## src/rtl/memory_access_stage_pkg.sv

```systemverilog
// Shared types and constants for the memory access stage and its lane aligner.
package memory_access_stage_pkg;

  typedef enum logic {
    ST_IDLE   = 1'b0,
    ST_ACCESS = 1'b1
  } state_t;

  // Number of ACCESS cycles without ack before the access is abandoned.
  localparam int         MEM_TIMEOUT = 16;
  // Down-counter preload; terminal count 0 falls on the MEM_TIMEOUT-th cycle.
  localparam logic [3:0] TMO_LOAD    = 4'(MEM_TIMEOUT - 1);

  localparam logic [3:0] BE_WORD  = 4'b1111;
  localparam logic [3:0] BE_LANE0 = 4'b0001;

  // Byte-enable for a single little-endian byte lane.
  function automatic logic [3:0] lane_be(input logic [1:0] lane);
    return BE_LANE0 << lane;
  endfunction

endpackage

```

## src/rtl/memory_access_stage_if.sv

```systemverilog
// Data memory bus between the memory access stage (master) and memory (slave).
interface memory_access_stage_if;
  logic        dmem_req;
  logic        dmem_we;
  logic [31:0] dmem_addr;
  logic [31:0] dmem_wdata;
  logic [3:0]  dmem_be;
  logic [31:0] dmem_rdata;
  logic        dmem_ack;

  modport master (
    output dmem_req, dmem_we, dmem_addr, dmem_wdata, dmem_be,
    input  dmem_rdata, dmem_ack
  );

  modport slave (
    input  dmem_req, dmem_we, dmem_addr, dmem_wdata, dmem_be,
    output dmem_rdata, dmem_ack
  );
endinterface

```

## src/rtl/memory_access_stage_lane_align.sv

```systemverilog
// Byte-lane steering: store replication, byte enables and load extraction/rotation.
module mem_lane_align
  import memory_access_stage_pkg::*;
(
  input  logic        i_byte,
  input  logic [1:0]  i_lane,
  input  logic [31:0] i_store_data,
  input  logic [31:0] i_rdata,
  output logic [31:0] o_wdata,
  output logic [3:0]  o_be,
  output logic [31:0] o_load_data
);

  logic [31:0] w_rot;

  // Rotate read data right by 8*lane so the addressed byte lands in bits [7:0].
  always_comb begin
    w_rot = i_rdata;
    case (i_lane)
      2'd1:    w_rot = {i_rdata[7:0],  i_rdata[31:8]};
      2'd2:    w_rot = {i_rdata[15:0], i_rdata[31:16]};
      2'd3:    w_rot = {i_rdata[23:0], i_rdata[31:24]};
      default: w_rot = i_rdata;
    endcase
  end

  // Byte accesses use one lane; word accesses use all four.
  always_comb begin
    o_wdata     = i_byte ? {4{i_store_data[7:0]}} : i_store_data;
    o_be        = i_byte ? lane_be(i_lane) : BE_WORD;
    o_load_data = i_byte ? {24'h0, w_rot[7:0]} : w_rot;
  end

endmodule

```

## src/rtl/memory_access_stage.sv

```systemverilog
// Memory access pipeline stage: ALU passthrough, load/store with stall,
// base-register writeback and a bounded wait for the memory ack.
//
// state     | meaning
// ST_IDLE   | no access in flight; ALU results pass straight to MEM/WB
// ST_ACCESS | dmem_req held high, waiting for dmem_ack or timeout
module memory_access_stage
  import memory_access_stage_pkg::*;
(
  input  logic                  clk,
  input  logic                  reset,
  input  logic                  valid_in,
  input  logic                  mem_op_in,
  input  logic                  load_in,
  input  logic                  byte_in,
  input  logic                  pre_in,
  input  logic                  wb_base_in,
  input  logic [31:0]           base_in,
  input  logic [31:0]           addr_in,
  input  logic [31:0]           store_data_in,
  input  logic [31:0]           alu_result_in,
  input  logic [3:0]            rd_in,
  input  logic [3:0]            rn_in,
  input  logic                  reg_we_in,
  output logic                  stall_out,
  memory_access_stage_if.master dmem,
  output logic                  wb_valid,
  output logic                  wb_we,
  output logic [3:0]            wb_rd,
  output logic [31:0]           wb_data,
  output logic                  base_we,
  output logic [3:0]            base_rn,
  output logic [31:0]           base_data,
  output logic                  mem_fault
);

  state_t      r_state;
  state_t      w_next_state;
  logic [3:0]  r_tmo_cnt;
  logic        w_access;
  logic        w_start;
  logic        w_done;
  logic        w_timeout;
  logic        w_base_wb;
  logic        w_base_hazard;
  logic [31:0] w_ea;
  logic [31:0] w_wdata;
  logic [31:0] w_load_data;
  logic [3:0]  w_be;

  assign w_access      = (r_state == ST_ACCESS);
  assign w_start       = valid_in & mem_op_in;
  assign w_done        = w_access & dmem.dmem_ack;
  assign w_timeout     = w_access & ~dmem.dmem_ack & (r_tmo_cnt == 4'd0);
  assign w_ea          = pre_in ? addr_in : base_in;
  assign w_base_wb     = wb_base_in | ~pre_in;
  // A load into the base register itself keeps the loaded value.
  assign w_base_hazard = load_in & (rd_in == rn_in);

  mem_lane_align u_lane_align (
    .i_byte       (byte_in),
    .i_lane       (w_ea[1:0]),
    .i_store_data (store_data_in),
    .i_rdata      (dmem.dmem_rdata),
    .o_wdata      (w_wdata),
    .o_be         (w_be),
    .o_load_data  (w_load_data)
  );

  // Bus outputs are qualified by the registered state so they are quiet outside ACCESS.
  assign dmem.dmem_req   = w_access;
  assign dmem.dmem_we    = w_access & ~load_in;
  assign dmem.dmem_addr  = w_access ? {w_ea[31:2], 2'b00} : 32'h0;
  assign dmem.dmem_wdata = (w_access & ~load_in) ? w_wdata : 32'h0;
  assign dmem.dmem_be    = w_access ? w_be : 4'h0;

  // Next-state and stall; stall releases on ack or timeout so upstream can advance.
  always_comb begin
    w_next_state = r_state;
    stall_out    = 1'b0;
    case (r_state)
      ST_IDLE: begin
        if (w_start) begin
          w_next_state = ST_ACCESS;
          stall_out    = reset;
        end
      end
      ST_ACCESS: begin
        stall_out = ~(dmem.dmem_ack | w_timeout);
        if (dmem.dmem_ack | w_timeout) begin
          w_next_state = ST_IDLE;
        end
      end
      default: w_next_state = ST_IDLE;
    endcase
  end

  // State register and timeout down-counter.
  always_ff @(posedge clk or negedge reset) begin
    if (!reset) begin
      r_state   <= ST_IDLE;
      r_tmo_cnt <= 4'd0;
    end else begin
      r_state <= w_next_state;
      if (!w_access && w_start) begin
        r_tmo_cnt <= TMO_LOAD;
      end else if (w_access && (w_next_state == ST_ACCESS)) begin
        r_tmo_cnt <= r_tmo_cnt - 4'd1;
      end else begin
        r_tmo_cnt <= 4'd0;
      end
    end
  end

  // One-cycle MEM/WB results, base writeback and fault pulse.
  always_ff @(posedge clk or negedge reset) begin
    if (!reset) begin
      wb_valid  <= 1'b0;
      wb_we     <= 1'b0;
      wb_rd     <= 4'd0;
      wb_data   <= 32'h0;
      base_we   <= 1'b0;
      base_rn   <= 4'd0;
      base_data <= 32'h0;
      mem_fault <= 1'b0;
    end else begin
      wb_valid  <= 1'b0;
      wb_we     <= 1'b0;
      wb_rd     <= 4'd0;
      wb_data   <= 32'h0;
      base_we   <= 1'b0;
      base_rn   <= 4'd0;
      base_data <= 32'h0;
      mem_fault <= 1'b0;
      if (!w_access && valid_in && !mem_op_in) begin
        wb_valid <= 1'b1;
        wb_we    <= reg_we_in;
        wb_rd    <= rd_in;
        wb_data  <= alu_result_in;
      end else if (w_done) begin
        wb_valid <= 1'b1;
        wb_we    <= reg_we_in & load_in;
        wb_rd    <= rd_in;
        wb_data  <= load_in ? w_load_data : 32'h0;
        if (w_base_wb && !w_base_hazard) begin
          base_we   <= 1'b1;
          base_rn   <= rn_in;
          base_data <= addr_in;
        end
      end else if (w_timeout) begin
        mem_fault <= 1'b1;
      end
    end
  end

endmodule

```

## src/flat_wrapper.sv

```systemverilog
// flat-port wrapper written by rule: the top's interface ports become plain ports
module memory_access_stage_flat import memory_access_stage_pkg::*;
  (clk, reset, valid_in, mem_op_in, load_in, byte_in, pre_in, wb_base_in, base_in, addr_in, store_data_in, alu_result_in, rd_in, rn_in, reg_we_in, stall_out, wb_valid, wb_we, wb_rd, wb_data, base_we, base_rn, base_data, mem_fault, dmem_dmem_req, dmem_dmem_we, dmem_dmem_addr, dmem_dmem_wdata, dmem_dmem_be, dmem_dmem_rdata, dmem_dmem_ack);
  memory_access_stage_if dmem_i ();
  input  logic clk;
  input  logic reset;
  input  logic valid_in;
  input  logic mem_op_in;
  input  logic load_in;
  input  logic byte_in;
  input  logic pre_in;
  input  logic wb_base_in;
  input  logic [31:0] base_in;
  input  logic [31:0] addr_in;
  input  logic [31:0] store_data_in;
  input  logic [31:0] alu_result_in;
  input  logic [3:0] rd_in;
  input  logic [3:0] rn_in;
  input  logic reg_we_in;
  output logic stall_out;
  output logic wb_valid;
  output logic wb_we;
  output logic [3:0] wb_rd;
  output logic [31:0] wb_data;
  output logic base_we;
  output logic [3:0] base_rn;
  output logic [31:0] base_data;
  output logic mem_fault;
  output wire logic [$bits(dmem_i.dmem_req)-1:0] dmem_dmem_req;
  output wire logic [$bits(dmem_i.dmem_we)-1:0] dmem_dmem_we;
  output wire logic [$bits(dmem_i.dmem_addr)-1:0] dmem_dmem_addr;
  output wire logic [$bits(dmem_i.dmem_wdata)-1:0] dmem_dmem_wdata;
  output wire logic [$bits(dmem_i.dmem_be)-1:0] dmem_dmem_be;
  input wire logic [$bits(dmem_i.dmem_rdata)-1:0] dmem_dmem_rdata;
  input wire logic [$bits(dmem_i.dmem_ack)-1:0] dmem_dmem_ack;
  assign dmem_dmem_req = dmem_i.dmem_req;
  assign dmem_dmem_we = dmem_i.dmem_we;
  assign dmem_dmem_addr = dmem_i.dmem_addr;
  assign dmem_dmem_wdata = dmem_i.dmem_wdata;
  assign dmem_dmem_be = dmem_i.dmem_be;
  assign dmem_i.dmem_rdata = dmem_dmem_rdata;
  assign dmem_i.dmem_ack = dmem_dmem_ack;
  memory_access_stage u_core (.clk(clk), .reset(reset), .valid_in(valid_in), .mem_op_in(mem_op_in), .load_in(load_in), .byte_in(byte_in), .pre_in(pre_in), .wb_base_in(wb_base_in), .base_in(base_in), .addr_in(addr_in), .store_data_in(store_data_in), .alu_result_in(alu_result_in), .rd_in(rd_in), .rn_in(rn_in), .reg_we_in(reg_we_in), .stall_out(stall_out), .dmem(dmem_i), .wb_valid(wb_valid), .wb_we(wb_we), .wb_rd(wb_rd), .wb_data(wb_data), .base_we(base_we), .base_rn(base_rn), .base_data(base_data), .mem_fault(mem_fault));
endmodule
```

## config.mk

```make
export PLATFORM = sky130hd
export DESIGN_NAME = memory_access_stage_flat
export DESIGN_NICKNAME = d
export VERILOG_FILES = /design/src/rtl/memory_access_stage_pkg.sv /design/src/rtl/memory_access_stage_if.sv /design/src/rtl/memory_access_stage_lane_align.sv /design/src/rtl/memory_access_stage.sv /design/src/flat_wrapper.sv
export SDC_FILE = /design/constraint.sdc
export NUM_CORES = 1
export LEC_CHECK = 0
export ABC_AREA = 1
export ABC_CLOCK_PERIOD_IN_PS = 1420
export BUFFER_PORTS_ARGS = -buffer_cell sky130_fd_sc_hd__buf_2
export CAP_MARGIN = 20
export CORE_AREA = 2 2 125 127
export DETAILED_ROUTE_END_ITERATION = 8
export DIE_AREA = 0 0 127 129
export PLACE_DENSITY = 0.67
export SYNTH_ARGS = -nofsm -noshare
export SYNTH_HDL_FRONTEND = slang
export SYNTH_SLANG_ARGS = --single-unit
```

## constraint.sdc

```tcl
create_clock -name clk -period 1.42 [get_ports clk]
set_input_delay 0.142 -clock clk [delete_from_list [all_inputs] [get_ports clk]]
set_output_delay 0.142 -clock clk [all_outputs]
set_load 0.05 [all_outputs]
```

## Word level (Yosys, flattened, before mapping)

Cells that the tools add are included.
W data, S select, Z words.

| operators by class | value |
|---|---|
| add/subtract/negate cells | 1 |
| $mul | 0 |
| divide/modulo/power cells | 0 |
| $lt $le $gt $ge | 0 |
| equal/unequal tests | 4 |
| shift-type cells | 1 |
| multiplexer cells | 36 |
| bitwise logic cells | 14 |
| reductions and logical operators | 9 |

Operators by type and width:

| kind | number |
|---|---|
| $mux W32 | 11 |
| $pmux W32 S3 | 1 |
| $mux W4 | 9 |
| $mux W1 | 13 |
| $and A1 B1 Y1 | 7 |
| $logic_and A1 B1 Y1 | 5 |
| $not A1 Y1 | 5 |
| $eq A2 B2 Y1 const B | 2 |
| $eq A4 B4 Y1 | 1 |
| $logic_not A4 Y1 | 1 |
| $pmux W1 S2 | 2 |
| $shl A1 B2 Y4 const A | 1 |
| $sub A4 B1 Y4 const B | 1 |
| $logic_not A1 Y1 | 3 |
| $eq A2 B1 Y1 const B | 1 |
| $or A1 B1 Y1 | 2 |

| word-level totals | value |
|---|---|
| register bits | 81 |
| bits in latches | 0 |
| bits in writable memories | 0 |
| ROM bits | 0 |
| input bits | 178 |
| output and inout port bits | 147 |
| logic and storage cells | 75 |
| memories | 0 |

## Longest topological paths before layout

| logic depth | value |
|---|---|
| word-level depth | 9 |
| depth in mapped cells | 10 |
| mapped depth without buffers | 8 |

## Cells and area by module

A second synthesis with hierarchy kept.

| second synthesis, totals | value |
|---|---|
| cell total of the unflattened synthesis | 806 |
| area total of the unflattened synthesis | 5372.7 µm² |

Modules (own cells, without submodules):

| module | instances | cells each | area each (µm²) | sequential area each (µm²) |
|---|---|---|---|---|
| memory_access_stage | 1 | 471 | 3834.9 | 2026.9 |
| mem_lane_align | 1 | 335 | 1537.7 | 0.0 |

## Worst setup path after synthesis

Ideal clock, no wire load.

| timing path | value |
|---|---|
| path kind | reg2out |
| from | reg u_core.r_state (netlist: u_core.dmem.dmem_req) |
| to | out dmem_dmem_wdata[29] |
| arrival time | 2.661 ns |
| data required time | 1.278 ns |
| path slack | -1.383 ns |
| cell stages (with the launch flop) | 6 |
| path through | dfrtp_1 -> inv_2 -> nor2_1 -> inv_2 -> buf_2 -> a21oi_1 |

| between the ends | value |
|---|---|
| longest elaborated chain between the ends | 2 |

RTL lines:

| element | line | RTL |
|---|---|---|
| start, declared | memory_access_stage.sv:37 | `state_t r_state;` |
| start signal, assigned | memory_access_stage.sv:104 | `r_state <= w_next_state;` |
| $and A1 B1 Y1 | - |  |
| net dmem_dmem_we | flat_wrapper.sv:30 | `output wire logic [$bits(dmem_i.dmem_we)-1:0] dmem_dmem_we;` |
| $mux W32 | memory_access_stage.sv:74 | `assign dmem.dmem_wdata = (w_access & ~load_in) ? w_wdata : 32'h0;` |
| end, declared | flat_wrapper.sv:32 | `output wire logic [$bits(dmem_i.dmem_wdata)-1:0] dmem_dmem_wdata;` |

The timed path passes the listed nets, and every way through them passes these cells.

## Worst setup path after layout

| timing path | value |
|---|---|
| from | reg u_core.r_state (netlist: u_core.dmem.dmem_req) |
| to | out dmem_dmem_wdata[30] |

| between the ends | value |
|---|---|
| longest elaborated chain between the ends | 2 |

RTL lines:

| element | line |
|---|---|
| $and A1 B1 Y1 | memory_access_stage.sv:74 |
| $mux W32 | memory_access_stage.sv:74 |

Every way passes these cells.

==> impl_metrics.env <==
export IMPL_worst_slack_ns=-0.228
export IMPL_timing_critical_path_arrival_ns=1.51
export IMPL_hold_path_class="input port to register"
export IMPL_hold_path_end="u_core.wb_data[26]$_DFF_PN0_"
export IMPL_timing_rr_start="u_core.dmem.dmem_req$_DFF_PN0_"
export IMPL_mean_syn_cell_area_um2=6.93
export IMPL_critical_path_endpoint_type="output port"
export IMPL_drc=0
export IMPL_synthTopCellsByArea="dfrtp_1 (39%), nand2_1 (14%), nand3_1 (8.8%)"
export IMPL_vias_in_the_first_global_route=5722
export IMPL_cts_root_buf="clkbuf_16"
export IMPL_post_dp_hpwl_mm=15.0
export IMPL_drt_iter0_drc=358
export IMPL_globalplace_congestion=0.929
export IMPL_status="complete, but fails checks"
export IMPL_postRouteAntennaNets=0
export IMPL_cts_tree="done"
export IMPL_grt_setup_unrepaired="yes"
export IMPL_share_of_cells_above_drive_strength_1=0.451
export IMPL_p_sw_w=0.00312
export IMPL_grt_antenna_before_repair=2
export IMPL_netlist_area_leader_share=0.394
export IMPL_effective_utilization_at_floorplan=0.343
export IMPL_yosysWarnings=0
export IMPL_fp_dieH_um=129
export IMPL_synth_cell_area_um2=5140
export IMPL_flow_area_growth_from_synthesis_pct=74.2
export IMPL_io_pins=325
export IMPL_pin_count_of_the_biggest_net_entering_global_routing=82
export IMPL_preCtsSetupSlack_ns=-0.0829
export IMPL_async_reset_ff_frac=1.00
export IMPL_setup_viol=100
export IMPL_ys_seq_elements=81
export IMPL_clock_sinks=81
export IMPL_type_of_origin_of_the_critical_path="register"
export IMPL_power_switching_fraction=0.394
export IMPL_internal_power_w=0.00480
export IMPL_worstReg2RegEnd="u_core.base_data[19]$_DFF_PN0_"
export IMPL_min_delay_start="alu_result_in[26]"
export IMPL_synth_cell_type_count=25
export IMPL_leading_cell_type_in_the_layout_fill_and_taps_excluded="buf_2"
export IMPL_cell_with_the_biggest_individual_delay_on_the_critical_path="dfrtp_2"
export IMPL_floorplan_die_width_um=127
export IMPL_placement_rows=45
export IMPL_cpPeakStageDelay_ns=0.41
export IMPL_synth_sequential_area_ratio=0.394
export IMPL_peakVddDrop_uv=559
export IMPL_final_nets=1256
export IMPL_cts_bufs_inserted=9
export IMPL_core_area_um2=15000
export IMPL_holdPathStages=3
export IMPL_routed_wire_length_mm=20.4
export IMPL_timing_final_max_slew_violations=0
export IMPL_detail_route_wl_per_cell_um=16.1
export IMPL_worst_skew_pair_late_latency_ns=0.34
export IMPL_grt_util_all_layers=0.239
export IMPL_timing_critical_path_max_delay_family="buffers and inverters"
export IMPL_fin_worst_skew_ns=0.00661
export IMPL_crit_fanout=5
export IMPL_grt_overflow_total=0
export IMPL_timing_worst_setup_path_type="register to output port"
export IMPL_whs_ns=0.00788
export IMPL_vias=6161
export IMPL_netlist_instances=742
export IMPL_synth_enable_flop_cells=0
export IMPL_critical_path_buf_inv_count=4
export IMPL_comb_power_share=0.415
export IMPL_portBuffers=322
export IMPL_wire_length_of_the_first_global_routing_pass_mm=30.6
export IMPL_period_needed_ns=1.65
export IMPL_timing_reg2reg_setup_slack_ns=-0.16
export IMPL_design_power_w=0.00791
export IMPL_worst_r2r_cell_count=8
export IMPL_clkPwrFrac=0.273
export IMPL_required_ns=1.28
export IMPL_final_hold_violation_count=0
export IMPL_seq_power_share=0.312
export IMPL_firstDrtPassIters=5
export IMPL_synth_largest_area_cell="dfrtp_1"
export IMPL_power_leakage_nw=4.77
export IMPL_number_of_violations_of_the_max_capacitance_limit=0
export IMPL_path_cells="inv_4, nor2_4, inv_4, buf_12, a21oi_4, buf_12"
export IMPL_finalCritPeriodShare=1.16
export IMPL_dieArea_um2=16400
export IMPL_cts_clk_slew_worst_paths_ns=0.06
export IMPL_clock_path_buffers=2
export IMPL_crit_cells=6
export IMPL_max_freq_mhz=607
export IMPL_via_per_inst=4.86
export IMPL_synth_flop_cell="dfrtp_1"
export IMPL_power_density_normalized_to_cell_area_nw_per_um2=883
export IMPL_violations="setup timing"
export IMPL_layout_cells_most_common_list="buf_2 (252), nand2_1 (182), nand3_1 (89)"
export IMPL_ctsHtreeMaxLevel=3
layer usage:
metal,share of wire,GRT usage,up-vias
met1,0.40,0.292,2830
met5,0.00034,0,-
met2,0.51,0.417,263
met3,0.067,0.0524,39
li1,-,-,3027
met4,0.025,0.0892,2
power by group through the flow:
stage	clock [W]	combinational (W)	sequential, W
2_1_floorplan	0	0.00157	0.00291
3_3_place_gp	0	0.00280	0.00251
3_5_place_dp	0	0.00282	0.00251
4_1_cts	0.00221	0.00312	0.00247
5_1_grt	0.00232	0.00349	0.00248
6_report	0.00216	0.00328	0.00247
flip-flops by register name, summed over array words and instances (netlist names):
name                  cells
u_core.wb_we              1
u_core.mem_fault          1
u_core.base_rn            4
u_core.base_we            1
u_core.r_tmo_cnt          4
u_core.wb_data           32
u_core.wb_rd              4
u_core.dmem.dmem_req      1
u_core.base_data         32
u_core.wb_valid           1
cells by family (layout without fill, tap and decap cells):
family | Yosys count | after routing | share of synthesized area
other | 1 | 3 | 0.000729
adders and majority gates | 2 | 2 | 0.00486
AOI/OAI and AO/OA | 128 | 128 | 0.125
and+or+nand+nor | 381 | 381 | 0.339
buffers and inverters | 147 | 484 | 0.133
DFF | 81 | 81 | 0.394
xor gates and xnor gates | 2 | 2 | 0.00341
final cells by class:
| type | count | area [µm²] |
|---|---|---|
| clock buffer | 11 | 243 |
| fill | 1294 | 6020 |
| clock inverter | 4 | 28.8 |
| sequential | 81 | 2030 |
| timing repair buffer | 375 | 2800 |
| inverter | 94 | 360 |
| antenna | 1 | 2.50 |
| tap | 188 | 235 |
| multi-input combinational | 515 | 3260 |
Yosys cell counts (7+ instances only):
| cell type | instances |
|---|---|
| nand2_1 | 185 |
| nand3_1 | 90 |
| inv_1 | 87 |
| dfrtp_1 | 81 |
| a21oi_1 | 58 |
| nor2_1 | 56 |
| o21ai_0 | 56 |
| nand3b_1 | 32 |
| buf_2 | 21 |
| clkbuf_1 | 13 |
| o21ai_1 | 13 |
| buf_4 | 11 |
| nand3_2 | 9 |
| buf_6 | 7 |
stage by stage:
step | TNS, ns | area (µm²) | instances | util
after floorplan | -11.66 | 5840 | 743 | -
after CTS | -10.74 | 8730 | 1264 | 0.583
after global placement | 0 | 7780 | 1227 | 0.519
final | -16.48 | 8960 | 1269 | 0.598
after detailed placement | -0.200 | 7780 | 1227 | 0.519
after global routing | -21.01 | 8960 | 1268 | 0.598
worst min-delay path, cell delays in order:
cell     delay, ns
buf_2         0.07
nand2_1       0.04
nand2_1       0.05
worst max-delay path by stage:
stage	from	end	slack, ns
after floorplan	u_core.dmem.dmem_req$_DFF_PN0_	dmem_dmem_wdata[29]	-0.32
after global placement	pre_in	u_core.wb_data[23]$_DFF_PN0_	0.02
after detailed placement	pre_in	dmem_dmem_addr[11]	-0.08
after CTS	u_core.dmem.dmem_req$_DFF_PN0_	dmem_dmem_wdata[30]	-0.25
after global routing	u_core.dmem.dmem_req$_DFF_PN0_	dmem_dmem_wdata[8]	-0.27
final	u_core.dmem.dmem_req$_DFF_PN0_	dmem_dmem_wdata[30]	-0.23
what timing repair did:
| action | CTS | global route |
|---|---|---|
| setup buffers | 3 | 3 |
| setup endpoints to repair | 63 | 91 |
| gates cloned | 1 | 2 |
| pin swaps | 3 | 3 |
| endpoints found under the hold margin | 98 | 0 |
| resized for setup | 172 | 47 |
| hold buffers | 18 | 0 |
No activity file was read; power rests on OpenSTA's default activity.
